[config.mk]
export PLATFORM = sky130hd
export DESIGN_NAME = micro_sequencer
export DESIGN_NICKNAME = d
export VERILOG_FILES = /design/src/rtl/micro_sequencer.sv
export SDC_FILE = /design/constraint.sdc
export NUM_CORES = 2
export LEC_CHECK = 0
export ABC_AREA = 1
export BUFFER_PORTS_ARGS = -buffer_cell sky130_fd_sc_hd__buf_2
export CAP_MARGIN = 25
export CORE_AREA = 3 3 519 521
export DETAILED_ROUTE_END_ITERATION = 10
export DIE_AREA = 0 0 522 524
export REMOVE_ABC_BUFFERS = 1
export SLEW_MARGIN = 20
export SYNTH_ARGS = -nofsm -noshare
export SYNTH_HDL_FRONTEND = slang
export SYNTH_SLANG_ARGS = --single-unit
[constraint.sdc]
create_clock -name clk -period 13.35 [get_ports clk]
set_input_delay 4.005 -clock clk [delete_from_list [all_inputs] [get_ports clk]]
set_output_delay 4.005 -clock clk [all_outputs]
set_load 0.02 [all_outputs]
[src/rtl/micro_sequencer.sv]
// micro_sequencer: horizontal microcode sequencer with a writable microstore,
// an opcode dispatch table and a small micro-return stack.
//
// Ports:
//   clk, rst                    clock, synchronous active-high reset
//   stall                       hold all sequencer state while high
//   opcode [OPC_W]              instruction opcode used by DISPATCH
//   flags  [FLAG_W]             condition flags used by BR_T / BR_F
//   us_we/us_waddr/us_wdata     microstore write port
//   dt_we/dt_waddr/dt_wdata     dispatch-table write port (MSB = valid)
//   signals [SIG_W]             signals field of the current microword
//   upc     [UADDR_W]           address of the current microword
//   err     [2]                 sticky: bit0 stack over/underflow, bit1 unmapped opcode
//
// Microword layout (MSB first): next_addr, fsel, seq_op[3], signals.
module micro_sequencer #(
    parameter  int UADDR_W     = 6,
    parameter  int SIG_W       = 24,
    parameter  int OPC_W       = 5,
    parameter  int FLAG_W      = 8,
    parameter  int FSEL_W      = 3,
    parameter  int STACK_DEPTH = 4,
    localparam int WORD_W      = UADDR_W + FSEL_W + 3 + SIG_W
) (
    input  logic               clk,
    input  logic               rst,
    input  logic               stall,
    input  logic [OPC_W-1:0]   opcode,
    input  logic [FLAG_W-1:0]  flags,
    input  logic               us_we,
    input  logic [UADDR_W-1:0] us_waddr,
    input  logic [WORD_W-1:0]  us_wdata,
    input  logic               dt_we,
    input  logic [OPC_W-1:0]   dt_waddr,
    input  logic [UADDR_W:0]   dt_wdata,
    output logic [SIG_W-1:0]   signals,
    output logic [UADDR_W-1:0] upc,
    output logic [1:0]         err
);

    localparam int STORE_D = 2 ** UADDR_W;
    localparam int DT_D    = 2 ** OPC_W;
    localparam int FLAG_X  = 2 ** FSEL_W;
    localparam int SP_W    = $clog2(STACK_DEPTH + 1);
    localparam int IDX_W   = (STACK_DEPTH > 1) ? $clog2(STACK_DEPTH) : 1;
    localparam logic [SP_W-1:0] SP_FULL = SP_W'(STACK_DEPTH);

    typedef enum logic [2:0] {
        OP_NEXT     = 3'b000,
        OP_DISPATCH = 3'b001,
        OP_BR_T     = 3'b010,
        OP_BR_F     = 3'b011,
        OP_CALL     = 3'b100,
        OP_RET      = 3'b101,
        OP_SEQ      = 3'b110,
        OP_RSVD     = 3'b111
    } seq_op_e;

    logic [WORD_W-1:0]  store [STORE_D];
    logic [UADDR_W:0]   dtab  [DT_D];
    logic [UADDR_W-1:0] stack [STACK_DEPTH];

    logic [WORD_W-1:0]  cur;
    logic [UADDR_W-1:0] upc_q;
    logic [SP_W-1:0]    sp;
    logic [1:0]         err_q;

    logic [UADDR_W-1:0] cur_next_addr;
    logic [FSEL_W-1:0]  cur_fsel;
    seq_op_e            cur_op;
    logic [FLAG_X-1:0]  flags_ext;
    logic               flag_bit;
    logic [UADDR_W:0]   dt_ent;
    logic [UADDR_W-1:0] upc_inc;
    logic [UADDR_W-1:0] nxt;
    logic               push;
    logic               pop;
    logic [1:0]         err_set;
    logic [IDX_W-1:0]   push_idx;
    logic [IDX_W-1:0]   pop_idx;

    assign cur_next_addr = cur[WORD_W-1 -: UADDR_W];
    assign cur_fsel      = cur[SIG_W+3 +: FSEL_W];
    assign cur_op        = seq_op_e'(cur[SIG_W +: 3]);

    // Zero-extending flags to the full fsel range makes any fsel >= FLAG_W read 0.
    assign flags_ext = FLAG_X'(flags);
    assign flag_bit  = flags_ext[cur_fsel];

    assign dt_ent   = dtab[opcode];
    assign upc_inc  = upc_q + 1'b1;
    assign push_idx = IDX_W'(sp);
    assign pop_idx  = IDX_W'(sp - 1'b1);

    always_comb begin
        nxt     = cur_next_addr;
        push    = 1'b0;
        pop     = 1'b0;
        err_set = '0;
        case (cur_op)
            OP_NEXT, OP_RSVD: nxt = cur_next_addr;
            OP_DISPATCH: begin
                if (dt_ent[UADDR_W]) begin
                    nxt = dt_ent[UADDR_W-1:0];
                end else begin
                    nxt        = '0;
                    err_set[1] = 1'b1;
                end
            end
            OP_BR_T: nxt = flag_bit ? cur_next_addr : upc_inc;
            OP_BR_F: nxt = flag_bit ? upc_inc : cur_next_addr;
            OP_CALL: begin
                // A full stack drops the return address but still jumps.
                nxt = cur_next_addr;
                if (sp == SP_FULL) begin
                    err_set[0] = 1'b1;
                end else begin
                    push = 1'b1;
                end
            end
            OP_RET: begin
                if (sp == '0) begin
                    nxt        = '0;
                    err_set[0] = 1'b1;
                end else begin
                    pop = 1'b1;
                    nxt = stack[pop_idx];
                end
            end
            OP_SEQ:  nxt = upc_inc;
            default: nxt = cur_next_addr;
        endcase
    end

    // Sequencer state: reset wins over everything, stall freezes it.
    always_ff @(posedge clk) begin
        if (rst) begin
            cur   <= '0;
            upc_q <= '0;
            sp    <= '0;
            err_q <= '0;
        end else if (!stall) begin
            cur   <= store[nxt];
            upc_q <= nxt;
            err_q <= err_q | err_set;
            if (push) begin
                sp <= sp + 1'b1;
            end else if (pop) begin
                sp <= sp - 1'b1;
            end
        end
    end

    always_ff @(posedge clk) begin
        if (!rst && !stall && push) begin
            stack[push_idx] <= upc_inc;
        end
    end

    // Write ports ignore rst and stall; the fetch above reads pre-edge contents.
    always_ff @(posedge clk) begin
        if (us_we) begin
            store[us_waddr] <= us_wdata;
        end
    end

    always_ff @(posedge clk) begin
        if (dt_we) begin
            dtab[dt_waddr] <= dt_wdata;
        end
    end

    assign signals = cur[SIG_W-1:0];
    assign upc     = upc_q;
    assign err     = err_q;

endmodule

==> metrics.md <==
| Metric | Value |
|---|---|
| Status | complete, no violations |
| Vias in the first global route | around 67000 |
| Worst path cell trace | buf_2, buf_4, inv_2, buf_4, buf_4, nand2_1, nand3_1, nand3_1, nand2_1, nand2_1, nand2_1, nand2_1, nand2_2, nand3_1, nand2_1, nand2_8, inv_8, buf_4, o21ai_0, o21ai_1, a21oi_1, nor2_1, nor2_1, nor2_1 |
| Layout area overhead | 12.2% |
| CTS Root Cell | clkbuf_16 |
| Final Cycle Share | 71.9% |
| Share of post-route cells with drive strength above 1 | 8.29% |
| Starting Density | 39.9% |
| RSZ-0062 raised after global routing | no |
| Hold Slack | 0.500 ns |
| Clk sinks | roughly 2600 |
| Hold Crit Class | flip-flop to flip-flop |
| Fin crit period | 9.59 ns |
| Row count | ~190 |
| Via/cell ratio | approximately 5.7 |
| Setup violations, final | 0 |
| Worst hold stages | 1 |
| WS Path Type | input port to flip-flop |
| TritonCTS Buffers | 275 |
| Cell repeated most along the worst path | nand2_1 |
| Final ANT Viol Nets | 0 |
| IO buf count | ~100 |
| Commonest non-fill, non-tap cell in the layout | edfxtp_1 |
| Nets | 8878 |
| Setup Skew | 0.0551 ns |
| 1st-pass router iterations | 8 |
| Gr usage total | about a quarter |
| CP endpoint kind | flip-flop |
| Ys flop type | edfxtp_1 |
| Asr flop ratio synth | 0% |
| Deepest clock path buffer count | 4 |
| Leakage | 41.4 nW |
| Die Height | 524 µm |
| Num ports | between 100 and 150 |
| Worst Path Arrival | around 10 ns |
| Hold wc startpoint | sp[2] |
| Tot Pwr | around 31 mW |
| Gate Count Post-Synth | 8815 |
| GPL Wtd Cong | between 0.8 and 0.9 |
| Clock-pin slew on the worst setup and hold paths | 0.06 ns |
| F_max | 0.104 GHz |
| Rel. slew slack | 25.9% |
| # DRC | 0 |
| Final hold viol count | 0 |
| CP max FO | 77 |
| Yosys reg bits | 2599 |
| Post-Syn Area | 106000 µm² |
| Largest stage delay on the critical path | 0.70 ns |
| Fillers | 23800 |
| First DRT Iteration DRCs | 9790 |
| Final Max Tran Viols | 0 |
| Post-synthesis sequential area ratio | 73.4% |
| Synthesized area per cell | 12.0 µm² |
| Detailed placer's ending HPWL | 174000 µm |
| Ys Warns | 0 |
| Core area | 265000 µm² |
| Post-synthesis cell type count | 35 |
| H-Tree Depth | 5 |
| Worst Setup SP | opcode[0] |
| Worst slack at placement | 3.04 ns |
| CTS resizes | 0 |
| CTS Hold Bufs | 0 |
| Total of max-cap violations | 0 |
| Max VDD drop | 0.441 mV |
| Power density over the cells | 259 nW/µm² |
| Setup bufs post-CTS | 0 |
| EDFF count, synth | 2552 |
| Global-route wire length before repair | about 480000 µm |
| Worst reg2reg startpoint | sp[0] |
| Antenna violations before repair | 24 |
| CP Launch Type | input port |
| Worst reg-to-reg path cell count | 19 |
| Worst-Margin Slew | between 1 and 1.5 ns |
| Die area | 274000 µm² |
| Final wirelength | 333000 µm |
| Setup TNS | 0 ns |
| WP data required | 14.14 ns |
| Most frequent cells in the layout | edfxtp_1 (2552), nand2_1 (2361), nand3_1 (2089) |
| Critical Path End | cur[20] |
| Max stage delay cell, worst path | buf_4 |
| Setup ws final | around 3.8 ns |
| CTS tree | done |
| DR WL/cell | around 27 µm |
| R2R Setup Slk | 7.36 ns |
| Clock latency on the worst-skew pair | slightly below 0.9 ns |
| Global route overflow | 0 |
| RR Endpoint | cur[20] |
| Vias | 71500 |
| Die span in x | 522 µm |
| Largest net degree at the start of global routing | 145 |
## metrics by stage
| step | instance area (µm²) | utilization (%) | instances |
|---|---|---|---|
| final | 119000 | 44.7 | 12500 |
| after global placement | 110000 | 41.5 | 12000 |
| after floorplan | 103000 | - | 8223 |
| after global routing | 119000 | 44.7 | 12500 |
| after CTS | 118000 | 44.7 | 12500 |
| after detailed placement | 110000 | 41.5 | 12100 |
## synthesized netlist by cell type (all sizes together), types with 46 or more instances
master  count  area, µm²
nor2      356       1340
buf       451       2450
inv       257        965
dfxtp      47        941
o21ai     188        941
clkbuf    141        529
edfxtp   2552      76600
a21oi      70        350
o211ai     46        345
nand3b    126        946
nand2    2369       8900
nand3    2089      10500
## cell families (layout without fill, tap and decap cells)
logic type,count (synthesis),after routing,share of synthesized area [%]
compound gates,368,368,2.02
xor+xnor,5,5,0.0414
fa+ha+maj,6,6,0.0710
buf+inv,852,1043,3.74
flops,2599,2599,73.4
other cells,0,8,0
simple gates,4985,4985,20.7
## area by class of cell
class / count / area (µm²) / share of cell area [%]
inverter: 260 / 1010 / 0.850
tap: 3533 / 4420 / 3.73
sequential: 2599 / 77600 / 65.4
antenna: 8 / 20.0 / 0.0169
clock inverter: 128 / 978 / 0.825
timing repair buffer: 300 / 2460 / 2.08
clock buffer: 355 / 7430 / 6.27
multi-input combinational: 5364 / 24700 / 20.8
## metal layers
layer	track usage [%]	part of all wire [%]	wire length [µm]	vias up
met5	0	0.0081	27	-
met2	37.4	46	153000	3971
met4	10.3	4.9	16300	4
met3	3.65	9.7	32300	716
met1	32.4	39	131000	35500
li1	-	-	-	31300
## worst min path at each step
stage | slack [ns] | end
after global routing | 0.52 | sp[2]
after global placement | 0.47 | sp[2]
after CTS | 0.50 | sp[2]
final | 0.50 | sp[2]
after detailed placement | 0.48 | sp[2]
after floorplan | 0.45 | sp[2]
## power breakdown
part	switching (mW)	total [mW]	internal, mW
Combinational	10.4	14.2	3.76
Sequential	0.142	9.22	9.08
Clock	3.16	7.32	4.16
## registers in the layout, summed over array words and instances, names as in the netlist
name   count
store   2304
dtab     224
cur       36
stack     24
upc        6
sp         3
err        2
## critical path: cells and delay by family
| family | cells | cell delay [ns] |
|---|---|---|
| compound gates | 3 | 0.48 |
| buf+inv | 7 | 3.15 |
| simple gates | 14 | 2.36 |
Power figures use the tool's default switching activity.
